`src/rtl/cdb_pkg.sv`:
```
// Shared types for the common data bus arbiter.
package cdb_pkg;

  localparam int XLEN = 32;
  localparam int CDB_TAG_W = 3;

  typedef enum logic {
    ARB_FIXED,
    ARB_RR
  } arb_mode_e;

  typedef struct packed {
    logic [CDB_TAG_W-1:0] tag;
    logic [XLEN-1:0]      value;
  } cdb_entry_t;

  function automatic int cdb_src_w(input int n);
    return (n > 1) ? $clog2(n) : 1;
  endfunction

endpackage

```
`src/rtl/cdb_fifo.sv`:
```
// Per-channel result buffer; ready and not-empty come from registered state only.
module cdb_fifo
  import cdb_pkg::*;
#(
  parameter int  DEPTH = 2,
  parameter type T     = cdb_entry_t
) (
  input  logic i_clock,
  input  logic i_reset,
  input  logic i_squash,
  input  logic i_push,
  input  T     i_data,
  input  logic i_pop,
  output T     o_head,
  output logic o_ready,
  output logic o_nempty
);

  localparam int PW = (DEPTH > 1) ? $clog2(DEPTH) : 1;
  localparam int CW = $clog2(DEPTH + 1);

  T              r_mem [DEPTH];
  logic [PW-1:0] r_wr;
  logic [PW-1:0] r_rd;
  logic [CW-1:0] r_cnt;
  logic          w_push;
  logic          w_pop;

  assign w_push   = i_push && !i_squash;
  assign w_pop    = i_pop && (r_cnt != '0) && !i_squash;
  assign o_head   = r_mem[r_rd];
  assign o_ready  = (r_cnt < CW'(DEPTH));
  assign o_nempty = (r_cnt != '0);

  always_ff @(posedge i_clock) begin
    if (w_push) r_mem[r_wr] <= i_data;
  end

  always_ff @(posedge i_clock or posedge i_reset) begin
    if (i_reset) begin
      r_wr  <= '0;
      r_rd  <= '0;
      r_cnt <= '0;
    end else if (i_squash) begin
      r_wr  <= '0;
      r_rd  <= '0;
      r_cnt <= '0;
    end else begin
      if (w_push) r_wr <= r_wr + PW'(1);
      if (w_pop)  r_rd <= r_rd + PW'(1);
      unique case ({w_push, w_pop})
        2'b10:   r_cnt <= r_cnt + CW'(1);
        2'b01:   r_cnt <= r_cnt - CW'(1);
        default: r_cnt <= r_cnt;
      endcase
    end
  end

endmodule

```
`src/rtl/cdb_arbiter.sv`:
```
// Arbitrates buffered FU results onto a single registered result bus.
module cdb_arbiter
  import cdb_pkg::*;
#(
  parameter int        NUM_FU   = 5,
  parameter int        TAG_W    = 3,
  parameter int        DEPTH    = 2,
  parameter arb_mode_e ARB_MODE = ARB_RR
) (
  input  logic                               clock,
  input  logic                               reset,
  input  logic                               squash,
  input  logic [NUM_FU-1:0]                  fu_valid,
  input  logic [NUM_FU-1:0][TAG_W-1:0]       fu_tag,
  input  logic [NUM_FU-1:0][XLEN-1:0]        fu_value,
  output logic [NUM_FU-1:0]                  fu_ready,
  output logic                               cdb_valid,
  output logic [TAG_W-1:0]                   cdb_tag,
  output logic [XLEN-1:0]                    cdb_value,
  output logic [cdb_src_w(NUM_FU)-1:0]       cdb_src
);

  localparam int SRC_W = cdb_src_w(NUM_FU);

  typedef struct packed {
    logic [TAG_W-1:0] tag;
    logic [XLEN-1:0]  value;
  } entry_t;

  entry_t [NUM_FU-1:0] w_in;
  entry_t [NUM_FU-1:0] w_head;
  logic   [NUM_FU-1:0] w_nempty;
  logic   [NUM_FU-1:0] w_push;
  logic   [NUM_FU-1:0] w_pop;
  logic                w_gnt_any;
  logic   [SRC_W-1:0]  w_gnt_idx;
  logic   [SRC_W-1:0]  w_rr_nxt;
  int                  w_base;
  int                  w_i;

  logic                r_valid;
  logic   [TAG_W-1:0]  r_tag;
  logic   [XLEN-1:0]   r_value;
  logic   [SRC_W-1:0]  r_src;
  logic   [SRC_W-1:0]  r_rr;

  for (genvar g = 0; g < NUM_FU; g++) begin : g_ch
    assign w_in[g]   = {fu_tag[g], fu_value[g]};
    assign w_push[g] = fu_valid[g] & fu_ready[g];
    assign w_pop[g]  = w_gnt_any && (w_gnt_idx == SRC_W'(g));

    cdb_fifo #(
      .DEPTH (DEPTH),
      .T     (entry_t)
    ) u_fifo (
      .i_clock  (clock),
      .i_reset  (reset),
      .i_squash (squash),
      .i_push   (w_push[g]),
      .i_data   (w_in[g]),
      .i_pop    (w_pop[g]),
      .o_head   (w_head[g]),
      .o_ready  (fu_ready[g]),
      .o_nempty (w_nempty[g])
    );
  end

  // Fixed priority is a round-robin search that always starts at 0.
  always_comb begin
    w_gnt_any = 1'b0;
    w_gnt_idx = '0;
    w_base    = (ARB_MODE == ARB_RR) ? int'(r_rr) : 0;
    w_i       = 0;
    for (int k = 0; k < NUM_FU; k++) begin
      w_i = w_base + k;
      if (w_i >= NUM_FU) w_i = w_i - NUM_FU;
      if (!w_gnt_any && w_nempty[w_i]) begin
        w_gnt_any = 1'b1;
        w_gnt_idx = SRC_W'(w_i);
      end
    end
  end

  always_comb begin
    w_rr_nxt = w_gnt_idx + SRC_W'(1);
    if (w_gnt_idx == SRC_W'(NUM_FU - 1)) w_rr_nxt = '0;
  end

  always_ff @(posedge clock or posedge reset) begin
    if (reset) begin
      r_valid <= 1'b0;
      r_tag   <= '0;
      r_value <= '0;
      r_src   <= '0;
      r_rr    <= '0;
    end else if (squash) begin
      r_valid <= 1'b0;
    end else begin
      r_valid <= w_gnt_any;
      if (w_gnt_any) begin
        r_tag   <= w_head[w_gnt_idx].tag;
        r_value <= w_head[w_gnt_idx].value;
        r_src   <= w_gnt_idx;
        r_rr    <= w_rr_nxt;
      end
    end
  end

  assign cdb_valid = r_valid;
  assign cdb_tag   = r_tag;
  assign cdb_value = r_value;
  assign cdb_src   = r_src;

endmodule

```
`config.mk`:
```
export PLATFORM = sky130hd
export DESIGN_NAME = cdb_arbiter
export DESIGN_NICKNAME = d
export VERILOG_FILES = /design/src/rtl/cdb_pkg.sv /design/src/rtl/cdb_fifo.sv /design/src/rtl/cdb_arbiter.sv
export SDC_FILE = /design/constraint.sdc
export NUM_CORES = 1
export LEC_CHECK = 0
export CORE_MARGIN = 2
export CORE_UTILIZATION = 55
export CTS_CLUSTER_SIZE = 24
export DETAILED_ROUTE_END_ITERATION = 10
export GPL_TIMING_DRIVEN = 0
export PLACE_DENSITY = 0.8
export SYNTH_ARGS = -nofsm -noshare
export SYNTH_HDL_FRONTEND = slang
export SYNTH_SLANG_ARGS = --single-unit
export TNS_END_PERCENT = 5
```
`constraint.sdc`:
```
create_clock -name clock -period 4.9 [get_ports clock]
set_input_delay 0.98 -clock clock [delete_from_list [all_inputs] [get_ports clock]]
set_output_delay 0.98 -clock clock [all_outputs]
set_load 0.01 [all_outputs]
```
Word-level counts from Yosys, hierarchy flattened
Memories as Yosys holds them, arrays and structs flattened.
Cells that the tools add are included.
Cells by class
  $lt $le $gt $ge: 16
  add/sub/neg operators: 30
  bitwise operators: 6
  equality and inequality tests: 14
  reduce and logical (&&, ||, !) cells: 51
  mux-type cells: 74
Operators by type and width (count)
  $lt A32 B5 Y1 const B: 5
  $mux W32: 5
  $bmux W35 S3: 1
  $mux W1: 46
  $mux W35: 1
  $reduce_bool A2 Y1: 15
  $logic_and A1 B1 Y1: 24
  $pmux W2 S2: 5
  $sub A4 B3 Y5 const B: 4
  $mux W3: 6
  $ge A4 B3 Y1 const B: 4
  $bmux W1 S3: 5
  $reduce_bool A3 Y1: 5
  $add A1 B1 Y1 const B: 10
  $add A2 B1 Y2 const B: 5
  $eq A2 B1 Y1 const B: 5
  $eq A2 B2 Y1 const B: 5
  $lt A2 B2 Y1 const B: 5
  $mux W2: 5
  $sub A2 B1 Y2 const B: 5
  $add A3 B2 Y4 const B: 2
  $eq A3 B2 Y1 const B: 2
  $and A1 B1 Y1: 5
  $logic_not A1 Y1: 5
  other kinds (11): 11
Storage, ports and cells
  memories kept: 5
  flip-flop bits (word level): 62
  bits in writable memories: 350
  output and inout bits: 44
Memories
  g_ch[0].u_fifo.r_mem: depth 2, width 35, read ports 1, clocked after memory_dff 0, wr ports 1, RTL line cdb_fifo.sv:22  | T r_mem [DEPTH];
  g_ch[1].u_fifo.r_mem: depth 2, width 35, read ports 1, clocked after memory_dff 0, wr ports 1, RTL line cdb_fifo.sv:22
  g_ch[2].u_fifo.r_mem: depth 2, width 35, read ports 1, clocked after memory_dff 0, wr ports 1, RTL line cdb_fifo.sv:22
  g_ch[3].u_fifo.r_mem: depth 2, width 35, read ports 1, clocked after memory_dff 0, wr ports 1, RTL line cdb_fifo.sv:22
  g_ch[4].u_fifo.r_mem: depth 2, width 35, read ports 1, clocked after memory_dff 0, wr ports 1, RTL line cdb_fifo.sv:22

Depth between registers and ports, before layout
  depth after elaboration: 25
  depth in mapped cells: 21
  mapped depth without buffers: 18

Hierarchy
A second synthesis with hierarchy kept.
Second synthesis, totals
  cells, all modules: 1539
  area total of the unflattened synthesis: 19877.8 µm²
By module, submodules not included
  cdb_fifo at g_ch[1].u_fifo ...: instances 4, cells an instance 135, area each 2768.9 µm²
  cdb_arbiter: instances 1, cells an instance 864, area each 5903.2 µm²
  cdb_fifo at g_ch[0].u_fifo: instances 1, cells an instance 135, area each 2899.0 µm²

Worst setup path after synthesis
No wires, ideal clock.
  kind: input to register
  start point: input fu_valid[1]
  end point: memory g_ch[1].u_fifo.r_mem[0][0] (netlist bit), enable pin
  buffers on the path: 0
  setup slack: 0.545 ns
  setup time: 0.478 ns
  required time: 4.422 ns
  arrival time: 3.876 ns
  cell stages on the path: 2
  cells stage by stage: nor2b_1 -> nor3b_1
On the way
  word-level cells in the longest chain between the ends: 4
RTL lines
  start: declaration: RTL line cdb_arbiter.sv:13  | input logic [NUM_FU-1:0] fu_valid,
  $and A1 B1 Y1: RTL line cdb_arbiter.sv:49  | assign w_push[g] = fu_valid[g] & fu_ready[g];
  $logic_and A1 B1 Y1: RTL line cdb_fifo.sv:29  | assign w_push = i_push && !i_squash;
  $mux W1: RTL line cdb_fifo.sv:36  | if (w_push) r_mem[r_wr] <= i_data;
  $mux W1 (not written as such): RTL line cdb_fifo.sv:36
  end: declaration: RTL line cdb_fifo.sv:22
Every way passes these cells.

Worst setup path after layout
  start point: register r_rr[1]
  end point: register g_ch[3].u_fifo.r_cnt[1]
On the way
  word-level cells in the longest chain between the ends: 25
  elaborated cells between the ends (all ways): 61
  classes of those cells: add/sub (9); order compare (5); eq/ne (3); mux (32); reduce/logical (12)
RTL lines
  start: declaration: RTL line cdb_arbiter.sv:45  | logic [SRC_W-1:0] r_rr;
  start signal: assignment: RTL line cdb_arbiter.sv:104  | r_rr <= w_rr_nxt;
  branches (longest 19 deep; another with $sub A4 B3 Y5)
  $logic_and A1 B1 Y1 *: RTL line cdb_arbiter.sv:50  | assign w_pop[g] = w_gnt_any && (w_gnt_idx == SRC_W'(g));
  $logic_and A1 B1 Y1 * (2 in a row): RTL line cdb_fifo.sv:30  | assign w_pop = i_pop && (r_cnt != '0) && !i_squash;
  $eq A2 B1 Y1 or $eq A2 B2 Y1 (tied branches): RTL line cdb_fifo.sv:51  | unique case ({w_push, w_pop})
  $pmux W2 S2: RTL line cdb_fifo.sv:51
  $mux W2: RTL line cdb_fifo.sv:44  | end else if (i_squash) begin
  end signal: assignment: RTL line cdb_fifo.sv:52  | 2'b10: r_cnt <= r_cnt + CW'(1);
  end signal: assignment: RTL line cdb_fifo.sv:53  | 2'b01: r_cnt <= r_cnt - CW'(1);
  end signal: assignment: RTL line cdb_fifo.sv:54  | default: r_cnt <= r_cnt;
  end: declaration: RTL line cdb_fifo.sv:25  | logic [CW-1:0] r_cnt;
Every way passes the cells marked *. The select of a mux whose other input is x is not followed.
A chain may end at the register's enable or synchronous reset.

==> flow_metrics.env <==
export IMPL_relSlewSlack_pct=37.1
export IMPL_path_clk_slew_ps=60
export IMPL_min_from="cdb_src[1]"
export IMPL_die_h_um=181
export IMPL_vias_per_cell=5.97
export IMPL_clock_sinks=412
export IMPL_fin_setup_tns_ps=0
export IMPL_mostFrequentLayoutCell="edfxtp_1"
export IMPL_synth_top_area_cell="edfxtp_1"
export IMPL_cp_required_ps=5340
export IMPL_r2r_start="r_rr[1]"
export IMPL_ioPinCount=227
export IMPL_worst_hold_slack_ps=568
export IMPL_post_dp_cell_area_sq_mm=0.0204
export IMPL_ff2ff_path_depth=17
export IMPL_antenna_left=0
export IMPL_hold_class="register to register"
export IMPL_max_stage_delay_ps=620
export IMPL_cts_tree="done"
export IMPL_holdPathEnd="cdb_src[1]"
export IMPL_path_class="register to register"
export IMPL_multi_input_comb_area_sq_mm=0.00484
export IMPL_syn_inst=1085
export IMPL_core_area_sq_mm=0.0307
export IMPL_period_share_pct=96.1
export IMPL_start_kind="register"
export IMPL_slowest_stage="or4b_1"
export IMPL_drt_total_wl_mm=43.7
export IMPL_slew_violations=0
export IMPL_grt_use_total_pct=26.5
export IMPL_numCtsBuffers=39
export IMPL_final_area_sq_mm=0.0217
export IMPL_setup_viol=0
export IMPL_period_needed_ps=4710
export IMPL_grt_max_degree=35
export IMPL_critPathMaxFanout=10
export IMPL_ys_ff_latch=412
export IMPL_syn_to_final_growth_pct=26.2
export IMPL_vias=10820
export IMPL_syn_nets=1280
export IMPL_yosys_top_cells_area="edfxtp_1 (61%), dfrtp_1 (9.0%), mux2i_1 (8.3%)"
export IMPL_final_cell_mix="edfxtp_1 (350), clkdlybuf4s50_1 (226), mux2i_1 (143)"
export IMPL_antenna_found_initial=5
export IMPL_crit_chain="clkbuf_4, clkinvlp_4, ha_1, buf_2, or4b_1, a21oi_2, a2111oi_4, nor4_4, nand3_2, o221ai_4, clkbuf_4, inv_1, ha_1, and3_2, nor2b_1, o21ai_0, a21oi_1"
export IMPL_fillers=1968
export IMPL_drc=0
export IMPL_drtIter0Drc=983
export IMPL_async_flop_share_pct=15.0
export IMPL_synth_area_per_cell_sq_um=15.8
export IMPL_drive_gt1_share_pct=16.1
export IMPL_fmax_mhz=212
export IMPL_grt_pass1_wl_mm=64.8
export IMPL_avgRoutedWirePerCell_um=24.1
export IMPL_yosys_cell_types_count=67
export IMPL_start_util_pct=56.0
export IMPL_cts_buffer_depth=3
export IMPL_reg2reg_slack_ps=190
export IMPL_drv_cap=0
export IMPL_end_kind="register"
export IMPL_gp_congestion=0.995
export IMPL_ys_seq_area_share_pct=70.3
export IMPL_grt_pass1_vias=11147
export IMPL_worst_pin_slew_ps=939
export IMPL_io_buffers=226
export IMPL_synth_edf_count=350
export IMPL_num_nets_final=1579
export IMPL_synth_top_area_share_pct=61.2
export IMPL_fp_row_count=64
export IMPL_grt_overflow=0
export IMPL_dieArea_sq_mm=0.0326
export IMPL_htree_num_levels=2
export IMPL_crit_family="simple AND/OR/NAND/NOR gates"
export IMPL_hold_buffers=0
export IMPL_skew_ps=11.9
export IMPL_drt_pre_antenna_iters=6
export IMPL_cp_num_buf_inv=5
export IMPL_die_x_um=181
export IMPL_yosys_warnings=0
export IMPL_synth_flop_cell="edfxtp_1"
export IMPL_dp_hpwl_mm=32.3
export IMPL_syn_area_sq_mm=0.0172
export IMPL_worst_ep_arrival_time_ps=5150
export IMPL_whs_path_depth=2
export IMPL_root_buffer="clkbuf_16"
export IMPL_r2r_end="g_ch[3].u_fifo.r_cnt[1]"
export IMPL_regArea_sq_mm=0.0121
export IMPL_fin_ws_ps=191
export IMPL_insertion_delay_ps=530
export IMPL_status="complete, no violations"
export IMPL_finalHoldViolCount=0
export IMPL_pre_cts_slack_ps=-560
Yosys cell counts, types with 15 or more instances:
master,n
a21oi_1,50
buf_2,15
clkbuf_1,35
dfrtp_1,62
edfxtp_1,350
inv_1,15
mux2_2,71
mux2i_1,143
nand2_1,57
nor2_1,31
o221ai_1,26
o22ai_1,40
flip-flops by register name, summed over array words and instances, names as in the netlist:
signal             cells
cdb_value             32
g_ch.u_fifo.r_mem    350
g_ch.u_fifo.r_cnt     10
r_rr                   3
g_ch.u_fifo.r_wr       5
g_ch.u_fifo.r_rd       5
cdb_src                3
cdb_tag                3
cdb_valid              1
tightest hold or removal path, cell delays in order (launching register included):
cell	delay, ps
dfrtp_1	400
nand2_1	60
o21ai_0	70
final cells by class:
class	instances	share of cell area, %
clock inverters	24	0.687
multi-input cells	592	22.3
flip-flops and latches	412	55.7
clock buffers	47	4.79
repair buffers	258	12.3
inverters	17	0.312
well taps	396	2.29
plain buffers	64	1.56
diodes	2	0.0231
worst max-delay path by stage:
| stage | startpoint | endpoint | depth (start not counted) |
|---|---|---|---|
| final | r_rr[1] | g_ch[3].u_fifo.r_cnt[1] | 17 |
| after global routing | r_rr[1] | g_ch[3].u_fifo.r_cnt[1] | 19 |
| after CTS | r_rr[1] | g_ch[3].u_fifo.r_cnt[1] | 20 |
| after detailed placement | r_rr[1] | g_ch[3].u_fifo.r_cnt[1] | 18 |
| after global placement | fu_valid[1] | g_ch[1].u_fifo.r_mem[0][27] | 3 |
| after floorplan | fu_valid[1] | g_ch[1].u_fifo.r_mem[0][0] | 2 |
layer usage:
metal	wire length (um)	vias to the layer above	global-route usage (%)
met4	1840	8	10.7
met1	16100	5358	32.5
met3	3620	118	5.88
met5	59	-	0
li1	-	4827	-
met2	22200	509	45.6
cell families (layout without fill, tap and decap cells):
group	Yosys count	count (layout)	synth area share, %
and+or+nand+nor	166	166	5.05
DFF	412	412	70.3
muxes	214	214	13.0
AOI/OAI and AO/OA	179	179	7.48
adders and majority gates	12	12	0.875
buffers and inverters	81	410	2.25
other	0	2	0
xor gates and xnor gates	21	21	1.07
repair_timing:
action                                  in CTS  in global routing
endpoints found under the setup margin      34                  8
pin swaps                                    0                  3
gates cloned                                 0                  0
resized for setup                            6                 17
buffers inserted                             0                  1
stage by stage:
step | util, % | std cells
4_1_cts | 70.4 | 1809
2_1_floorplan | - | 1085
6_report | 70.6 | 1812
3_5_place_dp | 66.4 | 1738
3_3_place_gp | 65.0 | 1707
5_1_grt | 70.6 | 1810
Power is not shown: default switching activity piles up to over one toggle a cycle in this logic, so the estimate is an artifact.
